--- src/rtl/whack_button_conditioner_if.sv ---
// Button-conditioner bundle.
// Carries the raw player buttons and game enable toward the conditioner, and the
// debounced levels and press events back to the game core.
//   btn_raw      raw asynchronous buttons, 1 = pressed
//   en           game active; 0 suppresses press events
//   btn_level    debounced button levels
//   press_onehot 1-cycle pulse per channel on debounced 0->1
//   press_valid  OR of press_onehot
//   press_idx    lowest set index of press_onehot; 0 when none
//   multi_press  more than one press_onehot bit set
// Modports: slave = conditioner side, master = game core / stimulus side.
interface whack_button_conditioner_if #(
    parameter int unsigned NUM_BTN = 8
);
    localparam int unsigned IdxW = (NUM_BTN > 1) ? $clog2(NUM_BTN) : 1;

    logic [NUM_BTN-1:0] btn_raw;
    logic               en;
    logic [NUM_BTN-1:0] btn_level;
    logic [NUM_BTN-1:0] press_onehot;
    logic               press_valid;
    logic [IdxW-1:0]    press_idx;
    logic               multi_press;

    modport slave (
        input  btn_raw,
        input  en,
        output btn_level,
        output press_onehot,
        output press_valid,
        output press_idx,
        output multi_press
    );

    modport master (
        output btn_raw,
        output en,
        input  btn_level,
        input  press_onehot,
        input  press_valid,
        input  press_idx,
        input  multi_press
    );
endinterface

--- src/rtl/whack_button_conditioner.sv ---
// Input stage for the whack-a-mole game: synchronises, debounces and edge-detects
// the player buttons, emitting single-cycle press events gated by game enable.
// Ports:
//   clk    system clock (1 MHz nominal)
//   rst_n  synchronous active-low reset
//   bus    whack_button_conditioner_if.slave: btn_raw/en in; btn_level,
//          press_onehot, press_valid, press_idx, multi_press out
// All outputs derive from registered state only; btn_raw and en never reach an
// output combinationally.
module whack_button_conditioner #(
    parameter int unsigned NUM_BTN         = 8,
    parameter int unsigned DEBOUNCE_CYCLES = 5000,
    parameter int unsigned SYNC_STAGES     = 2
) (
    input logic                      clk,
    input logic                      rst_n,
    whack_button_conditioner_if.slave bus
);
    localparam int unsigned IdxW = (NUM_BTN > 1) ? $clog2(NUM_BTN) : 1;
    localparam int unsigned CntW = $clog2(DEBOUNCE_CYCLES + 1);
    localparam logic [CntW-1:0] Last = CntW'(DEBOUNCE_CYCLES - 1);

    logic [NUM_BTN-1:0] sync_q [SYNC_STAGES];
    logic [NUM_BTN-1:0] sync_d [SYNC_STAGES];
    logic [CntW-1:0]    cnt_q  [NUM_BTN];
    logic [CntW-1:0]    cnt_d  [NUM_BTN];
    logic [NUM_BTN-1:0] level_q, level_d;
    logic [NUM_BTN-1:0] press_q, press_d;
    logic [NUM_BTN-1:0] s;
    logic [IdxW-1:0]    idx;

    assign s = sync_q[SYNC_STAGES-1];

    always_comb begin
        sync_d[0] = bus.btn_raw;
        for (int unsigned j = 1; j < SYNC_STAGES; j++) begin
            sync_d[j] = sync_q[j-1];
        end

        level_d = level_q;
        press_d = '0;
        for (int unsigned i = 0; i < NUM_BTN; i++) begin
            cnt_d[i] = '0;
            if (s[i] != level_q[i]) begin
                if (cnt_q[i] == Last) begin
                    level_d[i] = s[i];
                    // s differs from the old level, so s=1 means a debounced 0->1
                    press_d[i] = bus.en & s[i];
                end else begin
                    cnt_d[i] = cnt_q[i] + CntW'(1);
                end
            end
        end
    end

    always_ff @(posedge clk) begin
        if (!rst_n) begin
            sync_q  <= '{default: '0};
            cnt_q   <= '{default: '0};
            level_q <= '0;
            press_q <= '0;
        end else begin
            sync_q  <= sync_d;
            cnt_q   <= cnt_d;
            level_q <= level_d;
            press_q <= press_d;
        end
    end

    // Lowest set index wins: scan high to low so the last hit is the lowest.
    always_comb begin
        idx = '0;
        for (int i = int'(NUM_BTN) - 1; i >= 0; i--) begin
            if (press_q[i]) begin
                idx = IdxW'(i);
            end
        end
    end

    assign bus.btn_level    = level_q;
    assign bus.press_onehot = press_q;
    assign bus.press_valid  = |press_q;
    assign bus.press_idx    = idx;
    // Clearing the lowest set bit leaves something only if two or more were set.
    assign bus.multi_press  = |(press_q & (press_q - NUM_BTN'(1)));
endmodule

--- src/flat_wrapper.sv ---
// flat-port wrapper written by rule: the top's interface ports become plain ports
module whack_button_conditioner_flat 
#(
    parameter int unsigned NUM_BTN         = 8,
    parameter int unsigned DEBOUNCE_CYCLES = 5000,
    parameter int unsigned SYNC_STAGES     = 2
)
  (clk, rst_n, bus_btn_raw, bus_en, bus_btn_level, bus_press_onehot, bus_press_valid, bus_press_idx, bus_multi_press);
  whack_button_conditioner_if #(.NUM_BTN(NUM_BTN)) bus_i ();
  input logic clk;
  input logic rst_n;
  input wire logic [$bits(bus_i.btn_raw)-1:0] bus_btn_raw;
  input wire logic [$bits(bus_i.en)-1:0] bus_en;
  output wire logic [$bits(bus_i.btn_level)-1:0] bus_btn_level;
  output wire logic [$bits(bus_i.press_onehot)-1:0] bus_press_onehot;
  output wire logic [$bits(bus_i.press_valid)-1:0] bus_press_valid;
  output wire logic [$bits(bus_i.press_idx)-1:0] bus_press_idx;
  output wire logic [$bits(bus_i.multi_press)-1:0] bus_multi_press;
  assign bus_i.btn_raw = bus_btn_raw;
  assign bus_i.en = bus_en;
  assign bus_btn_level = bus_i.btn_level;
  assign bus_press_onehot = bus_i.press_onehot;
  assign bus_press_valid = bus_i.press_valid;
  assign bus_press_idx = bus_i.press_idx;
  assign bus_multi_press = bus_i.multi_press;
  whack_button_conditioner #(.NUM_BTN(NUM_BTN), .DEBOUNCE_CYCLES(DEBOUNCE_CYCLES), .SYNC_STAGES(SYNC_STAGES)) u_core (.clk(clk), .rst_n(rst_n), .bus(bus_i));
endmodule
--- config.mk ---
export PLATFORM = sky130hd
export DESIGN_NAME = whack_button_conditioner_flat
export DESIGN_NICKNAME = d
export VERILOG_FILES = /design/src/rtl/whack_button_conditioner_if.sv /design/src/rtl/whack_button_conditioner.sv /design/src/flat_wrapper.sv
export SDC_FILE = /design/constraint.sdc
export NUM_CORES = 1
export LEC_CHECK = 0
export CAP_MARGIN = 25
export CORE_MARGIN = 2
export CORE_UTILIZATION = 53
export DETAILED_ROUTE_END_ITERATION = 8
export HOLD_SLACK_MARGIN = 0.02
export PLACE_DENSITY = 0.87
export SETUP_SLACK_MARGIN = 0.1
export SYNTH_ARGS = -nofsm -noshare
export SYNTH_HDL_FRONTEND = slang
export SYNTH_SLANG_ARGS = --single-unit
--- constraint.sdc ---
create_clock -name clk -period 1.8 [get_ports clk]
set_input_delay 0.36 -clock clk [delete_from_list [all_inputs] [get_ports clk]]
set_output_delay 0.36 -clock clk [all_outputs]
set_load 0.005 [all_outputs]
; ---- Word level (Yosys, flattened, before mapping)
; Index checks and enable logic that the tools add are counted.
[word_totals]
ff_bits = 136
latch_bits = 0
ram_bits = 0
romBits = 0
out_inout_bits = 21
n_memories = 0
[op_classes]
n_addsub = 9
mul = 0
div_mod_pow = 0
magnitude_cmp = 0
n_eq_ne = 16
shifts = 0
mux = 8
bitwise_logic = 18
n_reduce_logical = 26
[ops]
columns = cell, n
row1 = $add A13 B1 Y13 const B, 8
row2 = $eq A13 B13 Y1 const B, 8
row3 = $mux W3, 8
row4 = $reduce_and A3 Y1, 8
row5 = $reduce_or A3 Y1, 8
row6 = $reduce_and A2 Y1, 8
row7 = $reduce_or A8 Y1, 2
row8 = $not A1 Y1, 9
row9 = $and A1 B1 Y1, 8
row10 = $and A8 B8 Y8, 1
row11 = $ne A1 B1 Y1, 8
row12 = $sub A8 B1 Y8 const B, 1

; ---- Longest topological paths before layout
[logic_depth]
word_depth = 8
ltp_mapped = 6
ltp_nobuf = 5

; ---- Worst setup path after synthesis
; No wires, ideal clock.
[synth_path]
kind = register -> register
startpoint = register u_core.cnt_q[29] in the netlist's numbering
endpoint = register u_core.cnt_q[35] in the netlist's numbering
setup_time_ps = 115
arrival_time_ps = 1670
path_slack_ps = 15
stages_incl_launch_ff = 6
path_buffers = 1
period_less_slack_ps = 1785
cell_sequence = dfxtp_1 or4b_1 or4_4 nand3_4 buf_6 nor2_1
[synth_between]
elab_chain_cells = 2
word_cells_on_any_way = 3
cone_classes = add/sub: 1 / eq/ne: 1 / reduce/logical: 1
[synth_rtl]
columns = element, line
row1 = start: declaration, whack_button_conditioner.sv:25  ; logic [CntW-1:0] cnt_q [NUM_BTN];
row2 = start signal: assignment, whack_button_conditioner.sv:64  ; cnt_q <= cnt_d;
row3 = "parallel branches: the longest is 2 deep, another holds $add A13 B1 Y13", n/a
; Parallel ways; which one is timed is not known.
; A chain may end at the register's enable or synchronous reset.

; ---- Worst setup path in the final report
[layout_path]
startpoint = register u_core.press_q[1], in the netlist u_core.bus.press_onehot[1]
endpoint = output port bus_multi_press
[layout_between]
elab_chain_cells = 3
[layout_rtl]
columns = element, line
row1 = start: declaration, whack_button_conditioner.sv:28  ; logic [NUM_BTN-1:0] press_q, press_d;
row2 = start signal: assignment, whack_button_conditioner.sv:66  ; press_q <= press_d;
row3 = $sub A8 B1 Y8, whack_button_conditioner.sv:85  ; assign bus.multi_press = |(press_q & (press_q - NUM_BTN'(1)));
row4 = $and A8 B8 Y8 (*), whack_button_conditioner.sv:85
row5 = $reduce_or A8 Y1 (*), whack_button_conditioner.sv:85
row6 = end: declaration, flat_wrapper.sv:18  ; output wire logic [$bits(bus_i.multi_press)-1:0] bus_multi_press;
; Every way passes the cells marked *; elsewhere a longest branch is shown, timed or not.

==> impl_metrics.ini <==
[pwr]
powerDensity_nw_per_um2 = 887.0
internal-power_mw = 5.343
pwr-share-seq_pct = 44.7
p_total_mw = 6.789
p_clk_share_pct = 53.1
swShare_pct = 21.30
p_comb_share_pct = 2.2
peakVddDrop_v = 0.0005095
p_leak_nw = 2.555
p_sw_mw = 1.446

[final_layout]
final_cells = 861
multi_input_area_um2 = 3326
n_fill_cell = 609
area_delta_synth_final_pct = 35.54
final_layout_size_suffix_gt1_share_pct = 32.00
fin_nets = 731
ff_latch_area_um2 = 2786
antenna_cells = 0

[cts]
clock_latency_ns = 0.54
cts_tree = done
cts_buffers = 17
ctsRootBufferMaster = clkbuf_8
htreeDepth = 4
clkTransAtPathRegs_ns = 0.06
clock_sinks = 136
hold_buffers = 0
cts_buffer_depth = 2

[timing]
finalCritPeriodShare_pct = 129.6
slew_violations = 0
fmax_mhz = 428.7
slew_headroom_pct = 59.32
clock-skew-final_ns = 0.005538
final_hold_viol_count = 0
setup_slack_ns = -0.5326
tightest_slew_ns = 0.6082
rsz0062_at_grt = yes
setup_viol = 5
tns_ns = -1.142
period_minus_slack_ns = 2.333

[hold_path]
hold_path_class = primary input to register

[detailed_routing]
drc = 0
vias = 4864
vias_per_cell = 5.649
first_pass_iters = 7
drtIter0Drc = 239
wirelength_um = 15840
drtAntennaViolNets = 0
wl_per_cell_um = 18.40

[grt]
antenna_found_initial = 0
grt_max_degree = 25
grtUsageTotal_pct = 25.15
grt_pass1_wl_um = 22430
grt_pass1_vias = 4769
grt_overflow = 0

[floorplan]
start_util_pct = 54.70
die_h_um = 107.2
coreArea_um2 = 10320
die_w_um = 107.2
rows = 37
dieArea_um2 = 11500
io_pins = 32

[logic_synthesis]
syn_avg_cell_area_um2 = 9.137
syn-num-nets = 637
synthArstFlopShare_pct = 0
seq_area_frac_synth_pct = 48.22
syn-instance-count = 618
yosys-top-cells-area = dfxtp_1 48%, xnor2_1 10%, nor2_1 8.3%, xor2_1 4.8%, nor3_1 3.3%
ys_types = 31
syn_area_um2 = 5647
synth_top_area_share_pct = 48.22
yosys.area.top_type = dfxtp_1
synth-edff-count = 0
ys_ff_latch = 136
ys.flop_type = dfxtp_1
yosys_warnings = 0

[worst_setup_path]
r2r_setup_slack_ns = 0.01
required_ns = 1.44
cp_slowest_cell = dfxtp_2
worstSetupEndpointType = primary output
crit_type = register to primary output
cp_max_fo = 3
crit_family = compound AO/OA/AOI/OAI gates
slowest_delay_ns = 0.34
setup.worst_path.start_class = register
worst-path-buf-inv = 2
arrival_ns = 1.97
crit_chain = nor3_2 > nand2b_1 > buf_4 > a2111oi_4 > o32ai_2 > buf_2

[placement]
dp_hpwl_um = 7826
gp_congestion = 0.8386
portBuffers = 31
placed_cells = 801

[status]
status = complete, but fails checks
violations = setup timing

[job]
cap_violations = 0
==> Yosys cell counts (2+ instances only) <==
library cell  instances
xor2_1               31
buf_4                 6
inv_1                32
a21oi_1               2
nand2b_1              3
nand3_2               7
buf_6                 2
clkbuf_1              3
nor3_1               37
nor2_1              125
nand4_1              23
ha_1                  8
nor2b_1               8
or4_4                 8
and2_1               22
or4b_1                8
dfxtp_1             136
xnor2_1              65
mux2i_1               8
nor4_1               16
nand2_1              32
or3_1                 8
nand3_1              20
==> logic make-up after synthesis <==
logic type	Yosys count	synth area share, %
buffers and inverters	43	3.523
adders and majority gates	9	1.950
and+or+nand+nor	320	29.25
DFF	136	48.22
AOI/OAI and AO/OA	6	0.7535
muxes	8	1.418
xor gates and xnor gates	96	14.89
==> worst reg2reg max path: cells and delay by family, from the launching register on <==
family / cells / cell delay, ns
simple gates: 4 / 1.32
flops: 1 / 0.35
==> metrics by stage <==
| stage | hold WS (ns) | cell area (µm²) | util, % | setup slack (ns) |
|---|---|---|---|---|
| floorplan | 0.4021 | 5723 | - | 0.04948 |
| CTS | 0.3216 | 7241 | 70.14 | -0.4471 |
| global placement | 0.4134 | 6300 | 61.02 | -0.1617 |
| global route | 0.3414 | 7654 | 74.14 | -0.5923 |
| detailed placement | 0.4186 | 6300 | 61.02 | -0.3571 |
| finish | 0.3470 | 7654 | 74.14 | -0.5326 |
==> power by group through the flow <==
stage               combinational, mW  sequential [mW]  clock (mW)
floorplan                      0.0669             3.11           0
global placement               0.0993             3.11           0
detailed placement              0.102             3.11           0
CTS                             0.119             3.03        3.59
global route                    0.155             3.04        3.74
finish                          0.147             3.03        3.61
==> path summary, 6_finish.rpt <==
kind,from,to,cells after the start
max,u_core.bus.press_onehot[1],bus_multi_press,6
min,rst_n,u_core.bus.btn_level[1],3
max reg2reg,u_core.cnt_q[49],u_core.cnt_q[44],4
min reg2reg,u_core.cnt_q[91],u_core.cnt_q[91],1
==> cell type report <==
| type | instances | share of cell area (%) |
|---|---|---|
| tap | 136 | 2.223 |
| inverter | 32 | 1.569 |
| clock buffer | 18 | 5.591 |
| clock inverter | 14 | 2.354 |
| sequential | 136 | 36.41 |
| timing repair buffer | 78 | 8.403 |
| multi-input combinational | 447 | 43.45 |
==> timing repair <==
action	CTS	global route
pin swaps	14	63
setup buffers	16	6
cloned	6	2
gates resized for setup	99	104
setup endpoints to repair	87	126
==> cell usage in the layout, fill, tap and decap left out, drive strengths merged, types with 2 or more instances in the layout <==
master / instances
and2: 22
nor3: 37
nor4: 17
nand4: 23
mux2i: 8
clkinvlp: 4
or3: 8
dfxtp: 136
xnor2: 65
ha: 8
nor2b: 8
or4: 8
bufinv: 4
nand2: 32
xor2: 31
clkbuf: 18
inv: 32
or4b: 8
nand2b: 3
clkinv: 6
buf: 54
nor2: 125
clkdlybuf4s50: 9
dlygate4sd2: 14
a21oi: 2
nand3: 36
==> routing by layer <==
metal | vias to the layer above | share of wire [%] | track usage [%]
met1 | 2343 | 38 | 27.64
met4 | 0 | 4.4 | 11.69
li1 | 2273 | - | -
met5 | - | 0 | 0
met3 | 65 | 5.0 | 6.322
met2 | 183 | 52 | 45.16
==> flip-flops by register name (all words and copies together) (netlist names) <==
register	flops
u_core.bus.btn_level	8
u_core.bus.press_onehot	8
u_core.cnt_q	104
u_core.s	8
u_core.sync_d	8
Note: power is estimated with default switching activity, not from simulation.
